$ cat src/rtl/lenet_layer_scheduler.sv
// Layer sequencer for the shared LeNet compute engine: walks CONV1..FC2, issuing one
// start pulse per layer with registered configuration, guarded by a per-layer watchdog.
module lenet_layer_scheduler #(
  parameter logic [15:0] WB_CONV1 = 16'd0,
  parameter logic [15:0] WB_CONV2 = 16'd60,
  parameter logic [15:0] WB_CONV3 = 16'd660,
  parameter logic [15:0] WB_FC1   = 16'd12660,
  parameter logic [15:0] WB_FC2   = 16'd15180,
  parameter logic [23:0] TIMEOUT  = 24'd20000
) (
  input  logic        clk,
  input  logic        rst,
  input  logic        compute_start,
  input  logic [31:0] scale_CONV1,
  input  logic [31:0] scale_CONV2,
  input  logic [31:0] scale_CONV3,
  input  logic [31:0] scale_FC1,
  input  logic [31:0] scale_FC2,
  input  logic        layer_done,
  output logic        layer_start,
  output logic [2:0]  layer_id,
  output logic [9:0]  act_in_base,
  output logic [9:0]  act_out_base,
  output logic [15:0] weight_base,
  output logic [31:0] scale,
  output logic        busy,
  output logic        compute_finish,
  output logic        error,
  output logic [31:0] cycle_count
);

  typedef enum logic [2:0] {
    S_IDLE, S_ISSUE, S_WAIT, S_NEXT, S_DONE, S_ERR
  } state_t;

  state_t      state_q, state_d;
  logic [2:0]  layer_id_q, layer_id_d;
  logic [9:0]  act_in_base_q, act_in_base_d;
  logic [9:0]  act_out_base_q, act_out_base_d;
  logic [15:0] weight_base_q, weight_base_d;
  logic [31:0] scale_q, scale_d;
  logic [31:0] cycle_count_q, cycle_count_d;
  logic [23:0] wd_q, wd_d;
  logic        load;
  logic [2:0]  load_id;

  // Activation buffers are chained: each layer reads where the previous one wrote.
  function automatic logic [9:0] act_out_of(input logic [2:0] id);
    case (id)
      3'd0:    act_out_of = 10'd256;
      3'd1:    act_out_of = 10'd592;
      3'd2:    act_out_of = 10'd692;
      3'd3:    act_out_of = 10'd722;
      default: act_out_of = 10'd743;
    endcase
  endfunction

  function automatic logic [9:0] act_in_of(input logic [2:0] id);
    act_in_of = (id == 3'd0) ? 10'd0 : act_out_of(id - 3'd1);
  endfunction

  function automatic logic [15:0] weight_of(input logic [2:0] id);
    case (id)
      3'd0:    weight_of = WB_CONV1;
      3'd1:    weight_of = WB_CONV2;
      3'd2:    weight_of = WB_CONV3;
      3'd3:    weight_of = WB_FC1;
      default: weight_of = WB_FC2;
    endcase
  endfunction

  function automatic logic [31:0] sat_inc(input logic [31:0] v);
    sat_inc = (v == 32'hFFFF_FFFF) ? v : v + 32'd1;
  endfunction

  assign layer_start    = (state_q == S_ISSUE);
  assign busy           = (state_q == S_ISSUE) || (state_q == S_WAIT) || (state_q == S_NEXT);
  assign compute_finish = (state_q == S_DONE) || (state_q == S_ERR);
  assign error          = (state_q == S_ERR);

  always_comb begin
    state_d        = state_q;
    layer_id_d     = layer_id_q;
    act_in_base_d  = act_in_base_q;
    act_out_base_d = act_out_base_q;
    weight_base_d  = weight_base_q;
    scale_d        = scale_q;
    wd_d           = wd_q;
    cycle_count_d  = busy ? sat_inc(cycle_count_q) : cycle_count_q;
    load           = 1'b0;
    load_id        = layer_id_q;

    case (state_q)
      S_IDLE, S_DONE, S_ERR: begin
        if (compute_start) begin
          load          = 1'b1;
          load_id       = 3'd0;
          cycle_count_d = 32'd0;
          state_d       = S_ISSUE;
        end
      end
      S_ISSUE: begin
        wd_d    = 24'd0;
        state_d = S_WAIT;
      end
      S_WAIT: begin
        // A done arriving on the watchdog's final cycle still counts as success.
        if (layer_done)                     state_d = S_NEXT;
        else if (wd_q == TIMEOUT - 24'd1)   state_d = S_ERR;
        else                                wd_d    = wd_q + 24'd1;
      end
      S_NEXT: begin
        if (layer_id_q == 3'd4) begin
          state_d = S_DONE;
        end else begin
          load    = 1'b1;
          load_id = layer_id_q + 3'd1;
          state_d = S_ISSUE;
        end
      end
      default: state_d = S_IDLE;
    endcase

    if (load) begin
      layer_id_d     = load_id;
      act_in_base_d  = act_in_of(load_id);
      act_out_base_d = act_out_of(load_id);
      weight_base_d  = weight_of(load_id);
      case (load_id)
        3'd0:    scale_d = scale_CONV1;
        3'd1:    scale_d = scale_CONV2;
        3'd2:    scale_d = scale_CONV3;
        3'd3:    scale_d = scale_FC1;
        default: scale_d = scale_FC2;
      endcase
    end
  end

  always_ff @(posedge clk or posedge rst) begin
    if (rst) begin
      state_q        <= S_IDLE;
      layer_id_q     <= 3'd0;
      act_in_base_q  <= 10'd0;
      act_out_base_q <= 10'd0;
      weight_base_q  <= 16'd0;
      scale_q        <= 32'd0;
      cycle_count_q  <= 32'd0;
      wd_q           <= 24'd0;
    end else begin
      state_q        <= state_d;
      layer_id_q     <= layer_id_d;
      act_in_base_q  <= act_in_base_d;
      act_out_base_q <= act_out_base_d;
      weight_base_q  <= weight_base_d;
      scale_q        <= scale_d;
      cycle_count_q  <= cycle_count_d;
      wd_q           <= wd_d;
    end
  end

  assign layer_id     = layer_id_q;
  assign act_in_base  = act_in_base_q;
  assign act_out_base = act_out_base_q;
  assign weight_base  = weight_base_q;
  assign scale        = scale_q;
  assign cycle_count  = cycle_count_q;

endmodule

$ cat config.mk
export PLATFORM = sky130hd
export DESIGN_NAME = lenet_layer_scheduler
export DESIGN_NICKNAME = d
export VERILOG_FILES = /design/src/rtl/lenet_layer_scheduler.sv
export SDC_FILE = /design/constraint.sdc
export NUM_CORES = 1
export LEC_CHECK = 0
export CORE_AREA = 5 5 126 128
export CTS_BUF_LIST = sky130_fd_sc_hd__clkbuf_8
export DETAILED_ROUTE_END_ITERATION = 10
export DIE_AREA = 0 0 131 133
export HOLD_SLACK_MARGIN = 0.15
export PLACE_DENSITY = 0.85
export SETUP_SLACK_MARGIN = 0.05
export SLEW_MARGIN = 40
export SYNTH_ARGS = -nofsm -noshare
export SYNTH_HDL_FRONTEND = slang
export SYNTH_SLANG_ARGS = --single-unit
$ cat constraint.sdc
create_clock -name clk -period 11.7 [get_ports clk]
set_clock_uncertainty 0.15 [all_clocks]
set_input_delay 2.34 -clock clk [delete_from_list [all_inputs] [get_ports clk]]
set_output_delay 2.34 -clock clk [all_outputs]
set_load 0.02 [all_outputs]
* After elaboration in Yosys (flattened, before gate mapping)
Index checks and enable logic that the tools add are counted.
** Operators by class
- Add/sub/neg operators :: 4
- Multipliers :: 0
- Div/mod/pow operators :: 0
- $lt $le $gt $ge :: 0
- Equality and inequality tests :: 18
- Shift-type cells :: 0
- Muxes and demuxes :: 23
- Bitwise operators :: 0
- Reductions and logical operators :: 10
** Operator list (count)
- $mux 32 :: 4
- $pmux 32 s4 :: 1
- $pmux 10 s4 :: 2
- $pmux 14 s4 :: 1
- $mux 24 :: 2
- $pmux 24 s2 :: 1
- $add 32x1->32 const B :: 1
- $eq 32x32->1 const B :: 1
- $add 24x1->24 const B :: 1
- $eq 24x15->1 const B :: 1
- $eq 3x2->1 const B :: 6
- $mux 3 :: 6
- $pmux 3 s4 :: 1
- $mux 10 :: 1
- $eq 3x1->1 const B :: 3
- $eq 3x3->1 const B :: 3
- $logic_not 3->1 :: 3
- $ne 2x2->1 const B :: 3
- $pmux 3 s2 :: 1
- $add 3x1->3 const B :: 1
- $logic_or 1x1->1 :: 3
- $ne 3x2->1 const B :: 1
- $reduce_and 3->1 :: 1
- $reduce_or 3->1 :: 1
- 5 further kinds :: 6
** Word-level totals
- Bits in registers :: 130
- Latch bits :: 0
- Bits in writable memories :: 0
- Memory bits (read-only) :: 0
- Word-level logic and storage cells :: 63
- Memories :: 0

* Longest topological paths before layout
Gate-level depths: netlist of run 1.
- Depth after elaboration :: 7
- Depth in mapped cells :: 10
- Gate-level depth less buffers :: 8

* Worst setup path after synthesis of run 1
Ideal clock, no wire load.
- Path type :: flip-flop to output port
- Start point :: register state_q[0]
- End point :: output layer_start
- Data arrival time :: 1.711 ns
- Data required time :: 9.210 ns
- Setup slack :: 7.499 ns
- Stages on the path, launching flop included :: 7
- Buffers on the path :: 3
- Path through :: dfrtp_1 buf_4 nor2b_1 nand2_1 inv_1 clkbuf_1 clkbuf_1
** On the way
- Cells in the longest elaborated chain, start to end :: 1
** RTL lines
- start, declared :: line 36 : state_t state_q, state_d;
- start signal, assigned :: line 150 : state_q <= state_d;
- $eq 3x1->1 :: line 76 : assign layer_start = (state_q == S_ISSUE);
- end, declared :: line 20 : output logic layer_start,
Every way passes these cells.

* Final worst setup path of run 1
Ends and elaborated chain as after synthesis.

==> results_tabular.tex, run 1 <==
\begin{tabular}{lr}
\hline
Metric & Value \\
\hline
\multicolumn{2}{l}{\textbf{Run status}} \\
Run status & finished, final reports clean \\
\multicolumn{2}{l}{\textbf{Synthesis}} \\
Ranking of synthesized cells by instance count & dfrtp\_1, nand2\_1, nand3\_1 \\
Netlist area before placement & 6953 um\^{}2 \\
Fraction of synthesized cell area taken by the top area cell type & 40.67\% \\
Proportion of register bits with asynchronous set or reset after synthesis & 100.0\% \\
Commonest register cell after synthesis & dfrtp\_1 \\
Number of library cell types mapped by synthesis & 65 \\
Flops \& latches, synth & 113 \\
Number of enable-type register cells in the synthesized netlist & 0 \\
Post-synth top area cell & dfrtp\_1 \\
Post-synthesis instance total & 792 \\
Most numerous cell in the Yosys netlist & dfrtp\_1 \\
Post-synthesis sequential area ratio & 40.67\% \\
Synth area leaders & dfrtp\_1, o211ai\_1, a31oi\_1 \\
Avg Inst Size Synth & 8.779 um\^{}2 \\
Ys Warns & 0 \\
\multicolumn{2}{l}{\textbf{Critical path}} \\
Chain of cells forming the critical path & nor2b\_1 -> nand2\_1 -> inv\_1 -> clkdlybuf4s50\_1 \\
Worst-path maximum fanout & 21 \\
Depth of the most critical reg-to-reg path & 7 \\
Startpoint of the worst register-to-register path & state\_q[2] \\
Required time at the endpoint of the critical path & 9.21 ns \\
Worst-path cell with the longest stage delay & clkdlybuf4s50\_1 \\
Kind of cell with the highest combined delay on the critical path & buffers and inverters \\
Type of origin of the critical path & register \\
CP max stage delay & 0.73 ns \\
Element type at the critical path end & output pin \\
Critical path buffer and inverter count & 2 \\
R2r setup slk & 8.37 ns \\
Class of the most critical setup path & reg -> out \\
Endpoint of the lowest-slack register-to-register path & scale[17] \\
Signal arrival time at the worst endpoint & 2.95 ns \\
\multicolumn{2}{l}{\textbf{Pwr}} \\
Pwr per Cell Area & 224.9 nW/um\^{}2 \\
Static leakage power & 4.090 nW \\
Peak supply drop & 111.8 uV \\
\multicolumn{2}{l}{\textbf{Timing}} \\
Worst-Margin Slew & 0.8174 ns \\
Setup Total Neg Slack & 0 ns \\
Final setup viols & 0 \\
Clock period minus worst slack & 5.444 ns \\
Unrepaired setup endpoints after global routing & false \\
Number of failing hold endpoints at the final stage & 0 \\
Final-report max-slew violation count & 0 \\
Remaining max-slew budget at the tightest pin & 45.51\% \\
Achievable clock frequency & 183.7 MHz \\
Final clock period utilization by the worst path & 46.53\% \\
Worst hold slack & 0.3336 ns \\
\multicolumn{2}{l}{\textbf{CTS}} \\
Clock tree sinks & 113 \\
Max Root-Sink Buffers & 2 \\
Number of buffers inserted to repair setup after CTS & 0 \\
Hold buffer count at CTS & 0 \\
Clock slew at the register clock pins of the worst setup and hold paths & 0.07 ns \\
TritonCTS clock tree & built \\
Root buffer cell & clkbuf\_8 \\
Total clock buffers created by CTS & 17 \\
Number of cells upsized or downsized after cts & 0 \\
Source-to-sink clock delay at the later pin of the worst-skew pair & 0.43 ns \\
CTS HTree Levels & 4 \\
\multicolumn{2}{l}{\textbf{Cells and area}} \\
NumNets Final & 1181 \\
Layout cells sized above 1 & 6.049\% \\
Synth-to-layout area growth & 44.20\% \\
\# diodes & 0 \\
\multicolumn{2}{l}{\textbf{Place}} \\
Weighted congestion reported at the end of routability-driven placement & 0.9041 \\
Total of buffers placed on input and output ports & 263 \\
Final HPWL from detailed placement & 16970 um \\
\multicolumn{2}{l}{\textbf{Worst hold path}} \\
Hold worst-path end & act\_in\_base[0] \\
Worst min-delay path class & reg -> reg \\
Hold Path Origin & act\_in\_base[0] \\
Number of cells traversed by the worst hold path & 2 \\
\multicolumn{2}{l}{\textbf{Die}} \\
Site Rows & 45 \\
Initial standard-cell utilization of the core & 47.13\% \\
Die Footprint & 17420 um\^{}2 \\
Chip Width & 131 um \\
Core area & 14750 um\^{}2 \\
Height of the die & 133 um \\
Number of top-level pins & 271 \\
\multicolumn{2}{l}{\textbf{Route}} \\
Drt total wl & 24480 um \\
Remaining design rule violation count & 0 \\
Iter 0 DRT Violations & 585 \\
Remaining antenna violation count after routing & 0 \\
Count of TritonRoute iterations in the first routing pass & 5 \\
Vias & 7448 \\
Final routed wire length divided by cell count & 20.18 um \\
Via density per instance & 6.140 \\
\multicolumn{2}{l}{\textbf{Run}} \\
Total of max-cap violations & 0 \\
\multicolumn{2}{l}{\textbf{Global routing}} \\
Maximum number of pins on one net before global-route repair & 79 \\
Global-route wire length before repair & 38700 um \\
Total grt overflow & 0 \\
Initial antenna violation count & 0 \\
All-layer global routing usage & 27.96\% \\
Via count of the first global-routing pass & 7242 \\
\hline
\end{tabular}
## worst max path at each step
| stage | startpoint | endpoint | slack (ns) | depth (start not counted) |
|---|---|---|---|---|
| 2_1_floorplan | rst | act_in_base[0] | 6.22 | 1 |
| 3_5_place_dp | compute_start | scale[18] | 6.15 | 8 |
| 4_1_cts | state_q[0] | layer_start | 6.26 | 4 |
| 3_3_place_gp | compute_start | weight_base[2] | 6.23 | 8 |
| 6_report | state_q[0] | layer_start | 6.26 | 4 |
| 5_1_grt | state_q[0] | layer_start | 6.07 | 4 |
## final cells by class
class | count | area, um^2
fill | 1218 | 4726
multi-input combinational | 588 | 3736
timing repair buffer | 276 | 2749
inverter | 17 | 66.31
sequential | 113 | 2828
clock inverter | 11 | 136.4
tap | 188 | 235.2
clock buffer | 20 | 275.3
## report_power, final
group	switching, mW	internal (mW)
sequential	0.103	0.503
clock	0.165	0.225
combinational	0.732	0.527
## state kept, by name, indices dropped and copies added, names as in the netlist
signal        count
state_q           3
scale            32
layer_id          3
weight_base       4
cycle_count      32
act_in_base       8
act_out_base      7
wd_q             24
## metrics by stage
stage / instances / utilization (%) / total power [mW] / setup slack (ns) / instance area, um^2
3_5_place_dp: 1182 / 65.15 / 1.860 / 6.146 / 9610
2_1_floorplan: 798 / - / 1.363 / 6.223 / 6975
3_3_place_gp: 1180 / 64.94 / 1.824 / 6.232 / 9580
4_1_cts: 1213 / 67.94 / 2.256 / 6.265 / 10020
6_report: 1213 / 67.96 / 2.254 / 6.256 / 10030
5_1_grt: 1213 / 67.96 / 2.395 / 6.075 / 10030
## cells in the final DEF, fill, tap and decap left out, types with 4 or more instances in the layout
cell / n
a21oi_1: 26
buf_4: 10
nand2_1: 51
clkdlybuf4s50_1: 263
o31ai_1: 10
a21o_1: 33
a41o_1: 4
o21a_1: 5
nor4_1: 6
o21ai_1: 4
and3_1: 41
xnor2_1: 17
ha_1: 4
o21ai_0: 49
o211ai_1: 39
nor3_1: 11
and2_1: 4
conb_1: 7
nor2_1: 41
nand2b_1: 7
or4_1: 7
a22oi_1: 32
and4_1: 6
a31oi_1: 41
mux2i_1: 9
clkinv_2: 5
or3_1: 15
nor2b_1: 4
clkbuf_8: 20
inv_1: 15
nand4_1: 15
dfrtp_1: 113
nand3_1: 51
## per-layer routing
layer / wire (um) / up-vias / track usage [%]
met3: 1999 / 63 / 6.823
met1: 9862 / 3598 / 37.55
met2: 11810 / 383 / 43.48
met4: 809 / 0 / 10.51
met5: 0 / - / 0
li1: - / 3404 / -
## worst register-to-register path: stages, from the launching register on
cell      delay [ns]
dfrtp_1         0.59
nand2b_1        0.31
and2_2          0.19
buf_4           0.53
or3_1           0.75
buf_4           0.41
a31oi_1         0.14
o211ai_1        0.19
## cell families (layout without fill, tap and decap cells)
group           after synthesis  count (layout)  synth area share (%)
flops                       113             113                 40.67
xor+xnor                     20              20                 2.519
other cells                   1               7               0.05393
fa+ha+maj                     4               4                0.7198
mux                          11              11                 1.602
compound gates              266             266                 25.88
buf+inv                      97             324                 6.478
simple gates                280             280                 22.08
Note: power is estimated with default switching activity, not from simulation.
==> run 2, diff against run 1 <==
--- a/config.mk
+++ b/config.mk
@@ -5,12 +5,12 @@
 export SDC_FILE = /design/constraint.sdc
 export NUM_CORES = 1
 export LEC_CHECK = 0
-export CORE_AREA = 5 5 126 128
+export CORE_AREA = 5 5 137 139
 export CTS_BUF_LIST = sky130_fd_sc_hd__clkbuf_8
 export DETAILED_ROUTE_END_ITERATION = 10
-export DIE_AREA = 0 0 131 133
+export DIE_AREA = 0 0 142 144
 export HOLD_SLACK_MARGIN = 0.15
-export PLACE_DENSITY = 0.85
+export PLACE_DENSITY = 0.76
 export SETUP_SLACK_MARGIN = 0.05
 export SLEW_MARGIN = 40
 export SYNTH_ARGS = -nofsm -noshare
==> constraint.sdc (replaced) <==
create_clock -name clk -period 4.4 [get_ports clk]
set_clock_uncertainty 0.15 [all_clocks]
set_input_delay 0.88 -clock clk [delete_from_list [all_inputs] [get_ports clk]]
set_output_delay 0.88 -clock clk [all_outputs]
set_load 0.02 [all_outputs]
==> results_tabular.tex, run 2 (synthesized netlist as in run 1, its figures left out) <==
\begin{tabular}{lr}
\hline
Metric & Value \\
\hline
\multicolumn{2}{l}{\textbf{Run}} \\
Total of max-cap violations & 0 \\
\multicolumn{2}{l}{\textbf{Global routing}} \\
All-layer global routing usage & 23.74\% \\
Maximum number of pins on one net before global-route repair & 67 \\
Total grt overflow & 0 \\
Via count of the first global-routing pass & 7065 \\
Global-route wire length before repair & 38630 um \\
Initial antenna violation count & 0 \\
\multicolumn{2}{l}{\textbf{CTS}} \\
Root buffer cell & clkbuf\_8 \\
CTS HTree Levels & 4 \\
TritonCTS clock tree & built \\
Number of cells upsized or downsized after cts & 0 \\
Total clock buffers created by CTS & 17 \\
Hold buffer count at CTS & 0 \\
Clock slew at the register clock pins of the worst setup and hold paths & 0.07 ns \\
Number of buffers inserted to repair setup after CTS & 0 \\
Source-to-sink clock delay at the later pin of the worst-skew pair & 0.45 ns \\
Max Root-Sink Buffers & 2 \\
Clock tree sinks & 113 \\
\multicolumn{2}{l}{\textbf{Pwr}} \\
Power share of the clock group & 17.7\% \\
Pwr per Cell Area & 599.3 nW/um\^{}2 \\
Internal power component & 3.387 mW \\
Share of power burned in registers & 26.4\% \\
Total power consumption of the routed design & 6.089 mW \\
Switch Pwr & 2.701 mW \\
Portion of total power attributed to combinational logic & 55.9\% \\
Switching share of total power & 44.37\% \\
Peak supply drop & 442.4 uV \\
Static leakage power & 4.105 nW \\
\multicolumn{2}{l}{\textbf{Timing}} \\
Setup Total Neg Slack & 0 ns \\
Number of failing hold endpoints at the final stage & 0 \\
Worst hold slack & 0.3280 ns \\
Remaining max-slew budget at the tightest pin & 50.62\% \\
Final-report max-slew violation count & 0 \\
Unrepaired setup endpoints after global routing & false \\
Final setup viols & 0 \\
Achievable clock frequency & 289.7 MHz \\
Clock period minus worst slack & 3.451 ns \\
Final worst slack & 0.9486 ns \\
Worst-Margin Slew & 0.7351 ns \\
Final clock period utilization by the worst path & 78.44\% \\
\multicolumn{2}{l}{\textbf{Worst hold path}} \\
Number of cells traversed by the worst hold path & 2 \\
Worst min-delay path class & reg -> reg \\
\multicolumn{2}{l}{\textbf{Critical path}} \\
Worst-path maximum fanout & 13 \\
Signal arrival time at the worst endpoint & 2.42 ns \\
Depth of the most critical reg-to-reg path & 7 \\
Class of the most critical setup path & reg -> out \\
Element type at the critical path end & output pin \\
Type of origin of the critical path & register \\
Required time at the endpoint of the critical path & 3.37 ns \\
\multicolumn{2}{l}{\textbf{Cells and area}} \\
NumNets Final & 1183 \\
Layout cells sized above 1 & 6.420\% \\
Most common library cell in the layout ignoring fill and taps & clkdlybuf4s50\_1 \\
\# diodes & 0 \\
Synth-to-layout area growth & 46.12\% \\
Utilization after layout & 57.94\% \\
Top library cells by usage in the layout, fill and taps aside & clkdlybuf4s50\_1, dfrtp\_1, nand2\_1, nand3\_1, o21ai\_0 \\
Non-Filler Instances & 1257 \\
Post-route standard cell area excluding fillers & 10160 um\^{}2 \\
\multicolumn{2}{l}{\textbf{Die}} \\
Die Footprint & 20450 um\^{}2 \\
Site Rows & 49 \\
Initial standard-cell utilization of the core & 39.65\% \\
Number of top-level pins & 271 \\
Chip Width & 142 um \\
Core area & 17530 um\^{}2 \\
Height of the die & 144 um \\
\multicolumn{2}{l}{\textbf{Place}} \\
Final HPWL from detailed placement & 17790 um \\
Total of buffers placed on input and output ports & 263 \\
DP Worst Slack & 0.9093 ns \\
Post-placement cell count & 1225 \\
Area after DPL & 9727 um\^{}2 \\
Weighted congestion reported at the end of routability-driven placement & 0.8497 \\
\multicolumn{2}{l}{\textbf{Route}} \\
Iter 0 DRT Violations & 629 \\
Drt total wl & 25350 um \\
Vias & 7334 \\
Via density per instance & 5.835 \\
Count of TritonRoute iterations in the first routing pass & 5 \\
Final routed wire length divided by cell count & 20.17 um \\
Remaining antenna violation count after routing & 0 \\
Remaining design rule violation count & 0 \\
\multicolumn{2}{l}{\textbf{Run status}} \\
Run status & finished, final reports clean \\
\hline
\end{tabular}
-- run 2: worst paths after layout --
| kind | slack [ns] | endpoint | from |
|---|---|---|---|
| setup / recovery | 0.95 | layer_start | state_q[2] |
| hold / removal | 0.33 | weight_base[5] | weight_base[5] |
| setup reg to reg | 1.12 | scale[28] | state_q[0] |
| hold reg to reg | 0.33 | weight_base[5] | weight_base[5] |
| max in group asynchronous | 2.57 | scale[30] | rst |
| min in group asynchronous | 0.73 | wd_q[20] | rst |
-- run 2: routing by layer --
layer  GRT usage (%)  routed length (um)  up-vias  share of wire (%)
li1                -                   -     3407                  -
met1           32.26               10730     3563                 42
met2           36.35               11870      303                 47
met3           5.357                1730       61                6.8
met4           10.66                1025        0                4.0
met5               0                   0        -                  0
-- run 2: critical path, cell delays in order, from the launching register on --
cell	delay [ns]
dfrtp_1	0.60
clkinv_1	0.33
nand2_1	0.38
inv_1	0.10
clkdlybuf4s50_1	0.56
-- run 2: final cells by class --
| type | count | area, um^2 |
|---|---|---|
| well taps | 229 | 286.5 |
| flip-flops and latches | 113 | 2828 |
| repair buffers | 278 | 2806 |
| clock inverters | 12 | 157.7 |
| inverters | 17 | 66.31 |
| multi-input cells | 588 | 3740 |
| fillers | 1572 | 7375 |
| clock buffers | 20 | 275.3 |
-- run 2: power by group through the flow --
stage	Combinational, mW	Clock, mW	Sequential, mW
2_1_floorplan	1.78	0	1.84
3_3_place_gp	3.30	0	1.61
5_1_grt	3.68	1.15	1.65
4_1_cts	3.41	1.11	1.60
3_5_place_dp	3.40	0	1.62
6_report	3.41	1.08	1.61
==> run 3, diff against run 2 <==
==> constraint.sdc (replaced) <==
create_clock -name clk -period 2.99 [get_ports clk]
set_clock_uncertainty 0.15 [all_clocks]
set_input_delay 0.598 -clock clk [delete_from_list [all_inputs] [get_ports clk]]
set_output_delay 0.598 -clock clk [all_outputs]
set_load 0.02 [all_outputs]
==> results_tabular.tex, run 3 (synthesized netlist as in run 1, its figures left out) <==
\begin{tabular}{lr}
\hline
Metric & Value \\
\hline
\multicolumn{2}{l}{\textbf{Cells and area}} \\
Count of filler cells inserted in the layout & 1614 \\
Synth-to-layout area growth & 47.09\% \\
Area occupied by multi-input gates & 3736 um\^{}2 \\
Layout cells sized above 1 & 7.411\% \\
Top library cells by usage in the layout, fill and taps aside & clkdlybuf4s50\_1, dfrtp\_1, nand2\_1, nand3\_1, o21ai\_0 \\
FF+latch area & 2829 um\^{}2 \\
NumNets Final & 1195 \\
\# diodes & 0 \\
Most common library cell in the layout ignoring fill and taps & clkdlybuf4s50\_1 \\
Post-route standard cell area excluding fillers & 10230 um\^{}2 \\
\multicolumn{2}{l}{\textbf{Pwr}} \\
Pwr per Cell Area & 875.6 nW/um\^{}2 \\
Switch Pwr & 3.940 mW \\
Internal power component & 5.015 mW \\
Switching share of total power & 44.00\% \\
Share of power burned in registers & 26.1\% \\
Total power consumption of the routed design & 8.955 mW \\
Power share of the clock group & 17.1\% \\
Portion of total power attributed to combinational logic & 56.8\% \\
Static leakage power & 4.141 nW \\
Peak supply drop & 498.4 uV \\
\multicolumn{2}{l}{\textbf{Die}} \\
Die Footprint & 20450 um\^{}2 \\
Initial standard-cell utilization of the core & 39.65\% \\
Site Rows & 49 \\
Core area & 17530 um\^{}2 \\
Chip Width & 142 um \\
Number of top-level pins & 271 \\
Height of the die & 144 um \\
\multicolumn{2}{l}{\textbf{CTS}} \\
Hold buffer count at CTS & 0 \\
Source-to-sink clock delay at the later pin of the worst-skew pair & 0.44 ns \\
CTS HTree Levels & 4 \\
Root buffer cell & clkbuf\_8 \\
Clock tree sinks & 113 \\
Clock slew at the register clock pins of the worst setup and hold paths & 0.07 ns \\
Number of cells upsized or downsized after cts & 1 \\
Number of buffers inserted to repair setup after CTS & 0 \\
TritonCTS clock tree & built \\
Total clock buffers created by CTS & 17 \\
Max Root-Sink Buffers & 2 \\
\multicolumn{2}{l}{\textbf{Route}} \\
Via density per instance & 5.815 \\
Remaining antenna violation count after routing & 0 \\
Vias & 7374 \\
Count of TritonRoute iterations in the first routing pass & 5 \\
Remaining design rule violation count & 0 \\
Drt total wl & 25150 um \\
Final routed wire length divided by cell count & 19.83 um \\
Iter 0 DRT Violations & 517 \\
\multicolumn{2}{l}{\textbf{Critical path}} \\
Signal arrival time at the worst endpoint & 2.09 ns \\
Type of origin of the critical path & register \\
Worst-path cell with the longest stage delay & clkdlybuf4s50\_1 \\
Class of the most critical setup path & reg -> out \\
Element type at the critical path end & output pin \\
Required time at the endpoint of the critical path & 2.24 ns \\
Chain of cells forming the critical path & clkinv\_1 -> nor2\_1 -> clkdlybuf4s50\_1 \\
Kind of cell with the highest combined delay on the critical path & buffers and inverters \\
CP max stage delay & 0.67 ns \\
Worst-path maximum fanout & 13 \\
Critical path buffer and inverter count & 2 \\
\multicolumn{2}{l}{\textbf{Global routing}} \\
Global-route wire length before repair & 38340 um \\
All-layer global routing usage & 23.61\% \\
Total grt overflow & 0 \\
Initial antenna violation count & 0 \\
Via count of the first global-routing pass & 6912 \\
Maximum number of pins on one net before global-route repair & 114 \\
\multicolumn{2}{l}{\textbf{Run status}} \\
Run status & finished, final reports clean \\
\multicolumn{2}{l}{\textbf{Place}} \\
Area after DPL & 9816 um\^{}2 \\
Final HPWL from detailed placement & 17890 um \\
Weighted congestion reported at the end of routability-driven placement & 0.9481 \\
Total of buffers placed on input and output ports & 263 \\
\multicolumn{2}{l}{\textbf{Timing}} \\
Setup Total Neg Slack & 0 ns \\
Final setup viols & 0 \\
Worst-Margin Slew & 0.7063 ns \\
Clock period minus worst slack & 2.834 ns \\
Final clock period utilization by the worst path & 94.78\% \\
Achievable clock frequency & 352.9 MHz \\
Remaining max-slew budget at the tightest pin & 52.87\% \\
Final-report max-slew violation count & 0 \\
Unrepaired setup endpoints after global routing & false \\
Number of failing hold endpoints at the final stage & 0 \\
Worst hold slack & 0.3232 ns \\
\multicolumn{2}{l}{\textbf{Worst hold path}} \\
Worst min-delay path class & reg -> reg \\
\multicolumn{2}{l}{\textbf{Run}} \\
Total of max-cap violations & 0 \\
\hline
\end{tabular}
-- run 3: changes by cell type in the layout (fill, tap and decap cells not counted), sizes merged --
cell      delta
buf         +12
clkbuf       -2
clkinvlp     +1
-- run 3: final cells by class --
| cell class | count | share of cell area [%] |
|---|---|---|
| Tap cell | 229 | 2.802 |
| Sequential cell | 113 | 27.66 |
| Timing Repair Buffer | 290 | 28.33 |
| Inverter | 17 | 0.6606 |
| Clock inverter | 13 | 1.590 |
| Multi-Input combinational cell | 588 | 36.53 |
| Clock buffer | 18 | 2.422 |
-- run 3: through the flow --
step	instances	utilization (%)	setup WS [ns]
6_report	1268	58.33	0.1560
5_1_grt	1268	58.33	0.05501
4_1_cts	1268	58.33	0.1478
3_5_place_dp	1237	55.98	0.1888
3_3_place_gp	1237	55.98	0.2838
2_1_floorplan	798	-	0.5311
-- run 3: tightest hold or removal path: stages, from the launching register on --
cell and delay, ns:
dfrtp_1 0.34, nand2_1 0.05, nand2_1 0.05
-- run 3: worst paths after layout --
kind / cells past startpoint / start / slack, ns / end
min reg2reg: 2 / act_in_base[0] / 0.32 / act_in_base[0]
min: 2 / act_in_base[0] / 0.32 / act_in_base[0]
max in group asynchronous: 3 / rst / 1.65 / scale[16]
max reg2reg: 6 / state_q[1] / 0.41 / scale[1]
max: 3 / state_q[2] / 0.16 / compute_finish
min in group asynchronous: 3 / rst / 0.49 / cycle_count[0]
-- run 3: metal layers --
| layer | GRT usage [%] | wire (um) | vias up |
|---|---|---|---|
| met2 | 35.98 | 11930 | 279 |
| met5 | 0 | 0 | - |
| met1 | 33.17 | 10860 | 3622 |
| li1 | - | - | 3430 |
| met3 | 5.324 | 1686 | 43 |
| met4 | 8.283 | 670 | 0 |
-- run 3: power groups by stage --
stage          sequential [mW]  combinational (mW)  clock (mW)
2_1_floorplan             2.71                2.62           0
3_3_place_gp              2.35                5.02           0
3_5_place_dp              2.35                5.09           0
4_1_cts                   2.34                5.10        1.56
5_1_grt                   2.41                5.49        1.64
6_report                  2.34                5.09        1.53
